## src/rtl/playlist_ctrl.sv

```systemverilog
// Playlist sequencer: turns play/next/prev button pulses and song_done into song
// select, play enable and reader reset, with a beat-counted gap between songs.
// Optional shuffle order is enabled with `define SHUFFLE_EN.
module playlist_ctrl #(
    parameter int NUM_SONGS = 4,
    parameter int GAP_BEATS = 4
) (
    input  logic       i_clk,
    input  logic       i_reset_n,
    input  logic       i_btn_play,
    input  logic       i_btn_next,
    input  logic       i_btn_prev,
    input  logic       i_repeat_all,
`ifdef SHUFFLE_EN
    input  logic       i_shuffle,
`endif
    input  logic       i_beat,
    input  logic       i_song_done,
    output logic [1:0] o_song,
    output logic       o_play,
    output logic       o_reader_reset,
    output logic       o_playlist_done,
    output logic [2:0] o_state_dbg
);

    localparam int IDX_W = 2;
    localparam int GAP_W = $clog2(GAP_BEATS + 1);

    localparam logic [2:0] S_IDLE  = 3'd0;
    localparam logic [2:0] S_LOAD  = 3'd1;
    localparam logic [2:0] S_PLAY  = 3'd2;
    localparam logic [2:0] S_PAUSE = 3'd3;
    localparam logic [2:0] S_GAP   = 3'd4;

    localparam logic [IDX_W-1:0] LAST_IDX = IDX_W'(NUM_SONGS - 1);
    localparam logic [GAP_W-1:0] GAP_LAST = GAP_W'(GAP_BEATS - 1);

    logic [2:0]       r_state;
    logic [IDX_W-1:0] r_idx;
    logic [GAP_W-1:0] r_gap_cnt;
    logic             r_load_cnt;
    logic             r_playlist_done;

    logic [2:0]       w_state_next;
    logic [IDX_W-1:0] w_idx_next;
    logic [GAP_W-1:0] w_gap_next;
    logic             w_load_next;
    logic             w_done_next;
    logic             w_gap_end;

    logic [IDX_W-1:0] w_inc;
    logic [IDX_W-1:0] w_dec;
    logic [IDX_W-1:0] w_next_pick;
    logic [IDX_W-1:0] w_gap_pick;
    logic             w_gap_stop;

    assign w_inc = (r_idx == LAST_IDX) ? '0 : IDX_W'(r_idx + 1'b1);
    assign w_dec = (r_idx == '0) ? LAST_IDX : IDX_W'(r_idx - 1'b1);

`ifdef SHUFFLE_EN
    logic [7:0]       r_lfsr;
    logic [2:0]       r_played;
    logic [IDX_W-1:0] w_rand;
    logic [IDX_W-1:0] w_shuf_pick;
    logic             w_lfsr_fb;

    // Fibonacci taps 8,6,5,4
    assign w_lfsr_fb   = r_lfsr[7] ^ r_lfsr[5] ^ r_lfsr[4] ^ r_lfsr[3];
    assign w_rand      = IDX_W'(32'(r_lfsr[1:0]) % NUM_SONGS);
    assign w_shuf_pick = (w_rand == r_idx) ? w_inc : w_rand;
    assign w_next_pick = i_shuffle ? w_shuf_pick : w_inc;
    assign w_gap_pick  = i_shuffle ? w_shuf_pick : w_inc;
    assign w_gap_stop  = i_shuffle
                       ? (!i_repeat_all && (32'(r_played) + 1 >= NUM_SONGS))
                       : (!i_repeat_all && (r_idx == LAST_IDX));

    always_ff @(posedge i_clk or negedge i_reset_n) begin
        if (!i_reset_n) begin
            r_lfsr   <= 8'hA5;
            r_played <= '0;
        end else begin
            r_lfsr <= {r_lfsr[6:0], w_lfsr_fb};
            if (r_state == S_IDLE && w_state_next == S_LOAD)
                r_played <= '0;
            else if (w_gap_end && r_played != 3'd7)
                r_played <= r_played + 3'd1;
        end
    end
`else
    assign w_next_pick = w_inc;
    assign w_gap_pick  = w_inc;
    assign w_gap_stop  = !i_repeat_all && (r_idx == LAST_IDX);
`endif

    // Priority next > prev > song_done > play; events a state ignores are not
    // considered present, so they never mask a lower-priority event.
    always_comb begin
        w_state_next = r_state;
        w_idx_next   = r_idx;
        w_gap_next   = r_gap_cnt;
        w_load_next  = r_load_cnt;
        w_done_next  = 1'b0;
        w_gap_end    = 1'b0;
        case (r_state)
            S_IDLE: begin
                if (i_btn_next)
                    w_idx_next = w_next_pick;
                else if (i_btn_prev)
                    w_idx_next = w_dec;
                else if (i_btn_play) begin
                    w_state_next = S_LOAD;
                    w_load_next  = 1'b0;
                end
            end
            S_LOAD: begin
                if (r_load_cnt) begin
                    w_state_next = S_PLAY;
                    w_load_next  = 1'b0;
                end else begin
                    w_load_next = 1'b1;
                end
            end
            S_PLAY: begin
                if (i_btn_next) begin
                    w_idx_next   = w_next_pick;
                    w_state_next = S_LOAD;
                    w_load_next  = 1'b0;
                end else if (i_btn_prev) begin
                    w_idx_next   = w_dec;
                    w_state_next = S_LOAD;
                    w_load_next  = 1'b0;
                end else if (i_song_done) begin
                    w_state_next = S_GAP;
                    w_gap_next   = '0;
                end else if (i_btn_play) begin
                    w_state_next = S_PAUSE;
                end
            end
            S_PAUSE: begin
                if (i_btn_next) begin
                    w_idx_next   = w_next_pick;
                    w_state_next = S_LOAD;
                    w_load_next  = 1'b0;
                end else if (i_btn_prev) begin
                    w_idx_next   = w_dec;
                    w_state_next = S_LOAD;
                    w_load_next  = 1'b0;
                end else if (i_btn_play) begin
                    w_state_next = S_PLAY;
                end
            end
            S_GAP: begin
                if (i_btn_next) begin
                    w_idx_next   = w_next_pick;
                    w_state_next = S_LOAD;
                    w_load_next  = 1'b0;
                end else if (i_btn_prev) begin
                    w_idx_next   = w_dec;
                    w_state_next = S_LOAD;
                    w_load_next  = 1'b0;
                end else if (i_btn_play) begin
                    w_state_next = S_IDLE;
                end else if (i_beat) begin
                    if (r_gap_cnt == GAP_LAST) begin
                        w_gap_end  = 1'b1;
                        w_gap_next = '0;
                        if (w_gap_stop) begin
                            w_idx_next   = '0;
                            w_state_next = S_IDLE;
                            w_done_next  = 1'b1;
                        end else begin
                            w_idx_next   = w_gap_pick;
                            w_state_next = S_LOAD;
                            w_load_next  = 1'b0;
                        end
                    end else begin
                        w_gap_next = GAP_W'(r_gap_cnt + 1'b1);
                    end
                end
            end
            default: begin
                w_state_next = S_IDLE;
            end
        endcase
    end

    always_ff @(posedge i_clk or negedge i_reset_n) begin
        if (!i_reset_n) begin
            r_state         <= S_IDLE;
            r_idx           <= '0;
            r_gap_cnt       <= '0;
            r_load_cnt      <= 1'b0;
            r_playlist_done <= 1'b0;
        end else begin
            r_state         <= w_state_next;
            r_idx           <= w_idx_next;
            r_gap_cnt       <= w_gap_next;
            r_load_cnt      <= w_load_next;
            r_playlist_done <= w_done_next;
        end
    end

    assign o_song          = r_idx;
    assign o_play          = (r_state == S_PLAY);
    assign o_reader_reset  = (r_state == S_IDLE) || (r_state == S_LOAD);
    assign o_playlist_done = r_playlist_done;
    assign o_state_dbg     = r_state;

endmodule
```

## config.mk

```make
export PLATFORM = sky130hd
export DESIGN_NAME = playlist_ctrl
export DESIGN_NICKNAME = d
export VERILOG_FILES = /design/src/rtl/playlist_ctrl.sv
export SDC_FILE = /design/constraint.sdc
export NUM_CORES = 1
export LEC_CHECK = 0
export CAP_MARGIN = 25
export CORE_MARGIN = 10
export CORE_UTILIZATION = 45
export DETAILED_ROUTE_END_ITERATION = 10
export GPL_TIMING_DRIVEN = 1
export PLACE_DENSITY = 0.68
export SYNTH_ARGS = -nofsm -noshare
export SYNTH_HDL_FRONTEND = slang
export SYNTH_SLANG_ARGS = --single-unit
```

## constraint.sdc

```tcl
create_clock -name i_clk -period 3.1 [get_ports i_clk]
set_input_delay 0.62 -clock i_clk [delete_from_list [all_inputs] [get_ports i_clk]]
set_output_delay 0.62 -clock i_clk [all_outputs]
set_load 0.05 [all_outputs]
```

# Word-level counts from Yosys, hierarchy flattened
# Index checks and enable logic that the tools add are counted.
# word_totals
register_bits,10
out_inout_bits,8
wordCells,107
input_bits,8
# op_classes
reduce_logical,14
n_mux,58
n_addsub,3
n_eq_ne,27
# op_table
op,count
two-way mux 3 bit,24
"!= test 2 bit, second input constant",11
two-way mux 1 bit,20
two-way mux 2 bit,10
"!= test 4 bit, second input constant",5
AND reduction 8 bit,2
"!= test 5 bit, second input constant",3
case mux 3 bit (5 select lines),1
"== test 3 x 2 -> 1 bit, second input constant",3
AND reduction 9 bit,1
"!= test 3 x 1 -> 1 bit, second input constant",2
case mux 3 bit (2 select lines),1
AND reduction 5 bit,1
case mux 1 bit (4 select lines),1
case mux 2 bit (2 select lines),1
nonzero test 2 bit,2
nonzero test 4 bit,1
"adder 3 x 1 -> 3 bit, second input constant",1
"== test 3 x 1 -> 1 bit, second input constant",1
"== test 3 bit, second input constant",1
zero test 3 bit,1
OR reduction 3 bit,1
"adder 2 x 1 -> 2 bit, second input constant",1
"== test 2 bit, second input constant",1
other kinds (6),6

# Logic depth before layout (Yosys ltp)
# Gate-level depths: netlist (run 1).
# depth
ltp_word,9
depth_mapped,6
depth_no_buf,5

# Least setup slack after synthesis (run 1)
# No wires, ideal clock.
# synth_timing
path_kind,register to output
startpoint,reg r_state[1] (netlist: o_state_dbg[1])
endpoint,out o_play
t_arrival_ps,1763
path_buffers,1
stages_incl_launch_ff,4
path_slack_ps,717
required_ps,2480
cell_sequence,dfrtp_1 -> buf_4 -> and2b_4 -> nor2b_1
# synth_via
elab_chain_len,1
# synth_lines
element,line,source
start: declaration,38,logic [2:0] r_state;
start signal: assignment,195,r_state <= w_state_next;
== test 3 x 2 -> 1 bit,204,assign o_play = (r_state == S_PLAY);
end: declaration,20,"output logic o_play,"
# No other way between the ends.

# Worst setup path after layout (run 1)
# layout_timing
startpoint,reg r_state[2] (netlist: o_state_dbg[2])
endpoint,out o_play
# The elaborated chain is that of the path after synthesis.

==> results.py, run 1 <==
metrics = {
    "global_routing": {
        "grt_antenna_before_repair": 0,
        "grt_max_degree": 16,
        "grt_pass1_vias": 702,
        "overflow": 0,
        "grt_pass1_wl_um": 3305,
        "grt_usage_pct": 10.20,
    },
    "floorplan": {
        "die_x_um": 62.25,
        "io_pins": 16,
        "die_area_mm2": 0.003875,
        "rows": 15,
        "core_area_mm2": 0.001708,
        "start_util_pct": 47.03,
        "dieHeight_um": 62.25,
    },
    "clock_network": {
        "htree_levels": 1,
        "cts_hold_buf": 0,
        "post_cts_resized": 0,
        "cts_tree": "done",
        "cts.sinks": 10,
        "cts.clk_slew.worst_paths_ps": 70,
        "clk_path_buf_depth": 2,
        "post-cts-setup-buffers": 0,
        "cts_root_buf": "clkbuf_4",
        "clk_latency_ps": 270,
        "cts_made_buffers": 3,
    },
    "pwr": {
        "switching_share_pct": 47.94,
        "combPwrFrac_pct": 62.1,
        "p_sw_w": 0.0003788,
        "p_int_w": 0.0004114,
        "pwr-share-clk_pct": 12.2,
        "p_per_area_mw_per_mm2": 802.5,
        "peakVddDrop_mv": 0.6406,
        "seq_power_share_pct": 25.7,
        "power_leakage_nw": 0.3848,
        "p_total_w": 0.0007902,
    },
    "synthesis": {
        "post_synth_most_frequent_cells": "dfrtp_1 (10), nor2b_1 (4), nor3_1 (4)",
        "avgSynthCellArea_um2": 9.796,
        "synth_edf_count": 0,
        "syn_nets": 92,
        "synth_cells": 82,
        "synth-seq-cells": 10,
        "async_reset_ff_share_pct": 100.0,
        "ys.warnings.count": 0,
        "yosysTopAreaCell": "dfrtp_1",
        "seq_area_frac_synth_pct": 31.15,
        "syn_area_um2": 803.3,
        "synth.distinct_cells": 48,
        "ys_top_cells_by_area": "dfrtp_1 (31%), ha_1 (3.1%), nor2b_1 (3.1%), buf_6 (2.8%), mux2_2 (2.8%)",
        "synth.most_common_cell": "dfrtp_1",
        "synth_top_area_share_pct": 31.15,
        "synth_flop_cell": "dfrtp_1",
    },
    "placement": {
        "gp_congestion": 0.8200,
        "place_hpwl_um": 1408,
        "io_buffers": 15,
    },
    "worst_setup_path": {
        "end_kind": "primary output",
        "path_max_fanout": 4,
        "worst_setup_path_start_kind": "flip-flop",
        "critPathRequiredTime_ps": 2480,
        "cp.arrival_ps": 1860,
        "criticalPathCategory": "flip-flop to primary output",
    },
    "sta": {
        "relSlewSlack_pct": 66.50,
        "setup_viol_count_final": 0,
        "final_hold_viol_count": 0,
        "finalSetupTns_ps": 0,
        "skew_ps": 0.8098,
        "fmax_mhz": 402.6,
        "worst_pin_slew_ps": 501.0,
        "post-route-period-util_pct": 80.13,
        "rsz0062_at_grt": "no",
        "drv_slew": 0,
        "min_period_ps": 2484,
    },
    "finish": {
        "final_core_util_pct": 57.66,
        "area_growth_pct": 22.59,
        "antenna-diode-count": 0,
        "drive_above_1_share_pct": 21.65,
        "layout.nets": 109,
    },
    "drt": {
        "vias": 680,
        "first_iter_violations": 11,
        "firstDrtPassIters": 4,
        "wl_um": 1857,
        "via_per_inst": 5.574,
        "wl_per_cell_um": 15.22,
        "ant_nets": 0,
        "drc_errors": 0,
    },
    "run_status": {
        "status": "finished clean",
    },
    "worst_hold_path": {
        "min_path_type": "flip-flop to flip-flop",
    },
    "flow_run": {
        "drv_cap": 0,
    },
}
## path summary, 6_finish.rpt
path                           startpoint               to  slack [ps]  cells past startpoint
setup / recovery           o_state_dbg[2]           o_play         620                      3
hold / removal               r_gap_cnt[1]     r_gap_cnt[1]         550                      1
setup reg to reg           o_state_dbg[0]        o_song[0]        1450                      5
hold reg to reg              r_gap_cnt[1]     r_gap_cnt[1]         550                      1
max in group asynchronous       i_reset_n   o_state_dbg[2]        2120                      1
min in group asynchronous       i_reset_n  o_playlist_done         660                      1
## worst max-delay path, cell delays in order, from the launching register on
cell             delay (ps)
dfrtp_1                 370
and2b_4                 280
nor2b_1                 130
clkdlybuf4s50_1         810
## per-stage QoR
stage,hold slack [ps],std cells,setup slack [ps],instance area (µm²)
after CTS,552.2,122,607.7,984.7
after global routing,572.5,122,544.7,984.7
final,546.8,122,615.9,984.7
after global placement,497.1,119,901.0,962.2
after floorplan,324.4,82,717.4,803.3
after detailed placement,537.0,119,858.2,962.2
## flip-flops by register name, indices dropped and copies added, names as in the netlist
| register | count |
|---|---|
| r_load_cnt | 1 |
| r_gap_cnt | 3 |
| o_playlist_done | 1 |
| o_song | 2 |
| o_state_dbg | 3 |
## power groups by stage
stage	Sequential, W	Combinational [W]	Clock, W
3_3_place_gp	0.000205	0.000490	0
3_5_place_dp	0.000205	0.000492	0
6_report	0.000203	0.000490	0.0000965
5_1_grt	0.000211	0.000528	0.000101
2_1_floorplan	0.000286	0.000283	0
4_1_cts	0.000203	0.000494	0.0000934
## layout by cell type, fill, tap and decap left out, drive strengths merged, types with 2 or more instances in the layout
| cell type | count |
|---|---|
| clkdlybuf4s50 | 15 |
| dfrtp | 10 |
| nor3 | 5 |
| nor2 | 5 |
| nor2b | 4 |
| a21oi | 4 |
| inv | 3 |
| clkbuf | 3 |
| buf | 3 |
| mux2 | 3 |
| o21ai | 3 |
| nand2 | 2 |
| nand2b | 2 |
| nor4 | 2 |
| and3 | 2 |
| nand3 | 2 |
| a21boi | 2 |
| and3b | 2 |
| ha | 2 |
| or2 | 2 |
| a211oi | 2 |
## layout make-up
| cell class | count | area (µm²) |
|---|---|---|
| clock buffers | 3 | 22.52 |
| fillers | 157 | 723.2 |
| inverters | 3 | 11.26 |
| multi-input cells | 63 | 496.7 |
| flip-flops and latches | 10 | 250.2 |
| well taps | 25 | 31.28 |
| repair buffers | 18 | 172.7 |
## layer usage
metal  global-route usage, %  routed length (µm)  vias to the layer above
li1                        -                   -                      339
met1                   12.79                 906                      324
met4                   5.866                  34                        0
met3                   2.330                  51                        5
met2                   15.51                 863                       12
met5                       0                   0                        -
## logic make-up after synthesis
logic type / after synthesis / synth area share, %
compound gates: 24 / 24.30
fa+ha+maj: 2 / 3.115
buf+inv: 9 / 7.009
flops: 10 / 31.15
mux: 4 / 5.918
simple gates: 33 / 28.51
Note: power is estimated with default switching activity, not from simulation.
==> run 2, diff against run 1 <==
PLACE_DENSITY = 0.71   (was 0.68)
clock period = 2.1 ns   (was 3.1 ns; I/O delays follow)
==> run 2 against run 1 <==
Critical path depth stayed put. Combinational power is 63% higher. Worst setup slack worse by 500 ps. Routed wire length is 0.16% lower. Via count is 1.3% higher. Total power is 57% higher. Clock power is 33% higher. Hold slack worse by 65 ps. Non-clock buffer count is 1 higher.
==> results.py, run 2 (same netlist as run 1, synthesis figures left out) <==
metrics = {
    "run_status": {
        "status": "finished clean",
    },
    "floorplan": {
        "die_area_mm2": 0.003875,
        "core_area_mm2": 0.001708,
        "die_x_um": 62.25,
        "rows": 15,
        "io_pins": 16,
        "start_util_pct": 47.03,
        "dieHeight_um": 62.25,
    },
    "sta": {
        "finalSetupTns_ps": 0,
        "rsz0062_at_grt": "no",
        "skew_ps": 3.436,
        "setup_viol_count_final": 0,
        "relSlewSlack_pct": 65.28,
        "final_hold_viol_count": 0,
        "fmax_mhz": 504.5,
        "worst_pin_slew_ps": 520.8,
        "post-route-period-util_pct": 94.39,
        "drv_slew": 0,
        "min_period_ps": 1982,
    },
    "global_routing": {
        "grt_max_degree": 17,
        "grt_pass1_wl_um": 2994,
        "grt_pass1_vias": 653,
        "grt_antenna_before_repair": 0,
        "overflow": 0,
        "grt_usage_pct": 9.230,
    },
    "worst_setup_path": {
        "end_kind": "primary output",
        "critPathRequiredTime_ps": 1680,
        "cp_slowest_stage_delay_ps": 670,
        "cpLargestDelayFamily": "flip-flops",
        "criticalPathCategory": "flip-flop to primary output",
        "worst_setup_path_start_kind": "flip-flop",
        "cp.arrival_ps": 1560,
        "crit_chain": "and2b_4, nor2b_2, buf_12",
        "path_max_fanout": 12,
        "critical_path_buf_inv_count": 1,
        "critPathSlowestCell": "dfrtp_1",
    },
    "finish": {
        "area_growth_pct": 28.50,
        "finalInstanceArea_mm2": 0.001032,
        "antenna-diode-count": 0,
        "layout_common_cells": "clkdlybuf4s50_1 (10), dfrtp_1 (10), buf_4 (5)",
        "final_core_util_pct": 60.44,
        "drive_above_1_share_pct": 28.57,
        "final_cells": 123,
        "layout.nets": 110,
    },
    "clock_network": {
        "cts_hold_buf": 0,
        "cts.clk_slew.worst_paths_ps": 60,
        "cts.sinks": 10,
        "cts_tree": "done",
        "clk_path_buf_depth": 2,
        "cts_root_buf": "clkbuf_4",
        "clk_latency_ps": 260,
        "post_cts_resized": 0,
        "htree_levels": 1,
        "post-cts-setup-buffers": 0,
        "cts_made_buffers": 3,
    },
    "drt": {
        "vias": 689,
        "wl_met1_um": 889,
        "wl_met2_um": 862,
        "ant_nets": 0,
        "first_iter_violations": 20,
        "via_per_inst": 5.602,
        "firstDrtPassIters": 4,
        "wl_per_cell_um": 15.07,
        "met3_length_um": 65,
        "top_layer_used": "met4",
        "drc_errors": 0,
        "wl_um": 1854,
    },
    "placement": {
        "dp_cells": 120,
        "gp_congestion": 0.8083,
        "place_hpwl_um": 1423,
        "placed_area_mm2": 0.001010,
        "io_buffers": 15,
    },
    "pwr": {
        "power_leakage_nw": 0.4137,
        "peakVddDrop_mv": 0.6833,
        "p_per_area_mw_per_mm2": 1199,
    },
    "worst_hold_path": {
        "min_path_type": "primary input to async pin",
    },
    "flow_run": {
        "drv_cap": 0,
    },
}
run 2: path summary, 6_finish.rpt:
kind,start,endpoint,slack (ps),cells after the start
max,o_state_dbg[1],o_play,120,3
min,i_reset_n,r_load_cnt,480,1
max reg2reg,o_state_dbg[1],r_gap_cnt[1],370,4
min reg2reg,r_gap_cnt[1],r_gap_cnt[1],530,1
max in group asynchronous,i_reset_n,o_song[1],1290,1
min in group i_clk,r_gap_cnt[1],r_gap_cnt[1],530,1
run 2: metrics by stage:
stage                     power [W]  setup slack, ps  hold WS (ps)
after floorplan           0.0008429            35.95         124.4
after global placement     0.001106            139.1         497.1
after detailed placement   0.001115            102.8         517.4
after CTS                  0.001243            115.5         497.6
after global routing       0.001308            77.91         517.9
final                      0.001238            117.9         482.3
run 2: cell type report:
cell class	count	area (µm²)
fillers	148	675.6
multi-input cells	63	499.2
flip-flops and latches	10	250.2
repair buffers	19	217.7
well taps	25	31.28
clock buffers	3	22.52
inverters	3	11.26
run 2: where the power goes:
group / internal (W) / total [W] / switching (W) / leakage [nW]
clock: 0.0000660 / 0.000128 / 0.0000621 / 0.0138
combinational: 0.000360 / 0.000801 / 0.000440 / 0.270
sequential: 0.000241 / 0.000309 / 0.0000674 / 0.130
total: 0.000668 / 0.00124 / 0.000570 / 0.414
run 2: per-layer routing:
| layer | vias to the layer above | track usage, % |
|---|---|---|
| met1 | 325 | 11.61 |
| li1 | 342 | - |
| met5 | - | 0 |
| met3 | 4 | 1.254 |
| met4 | 0 | 7.263 |
| met2 | 18 | 13.72 |
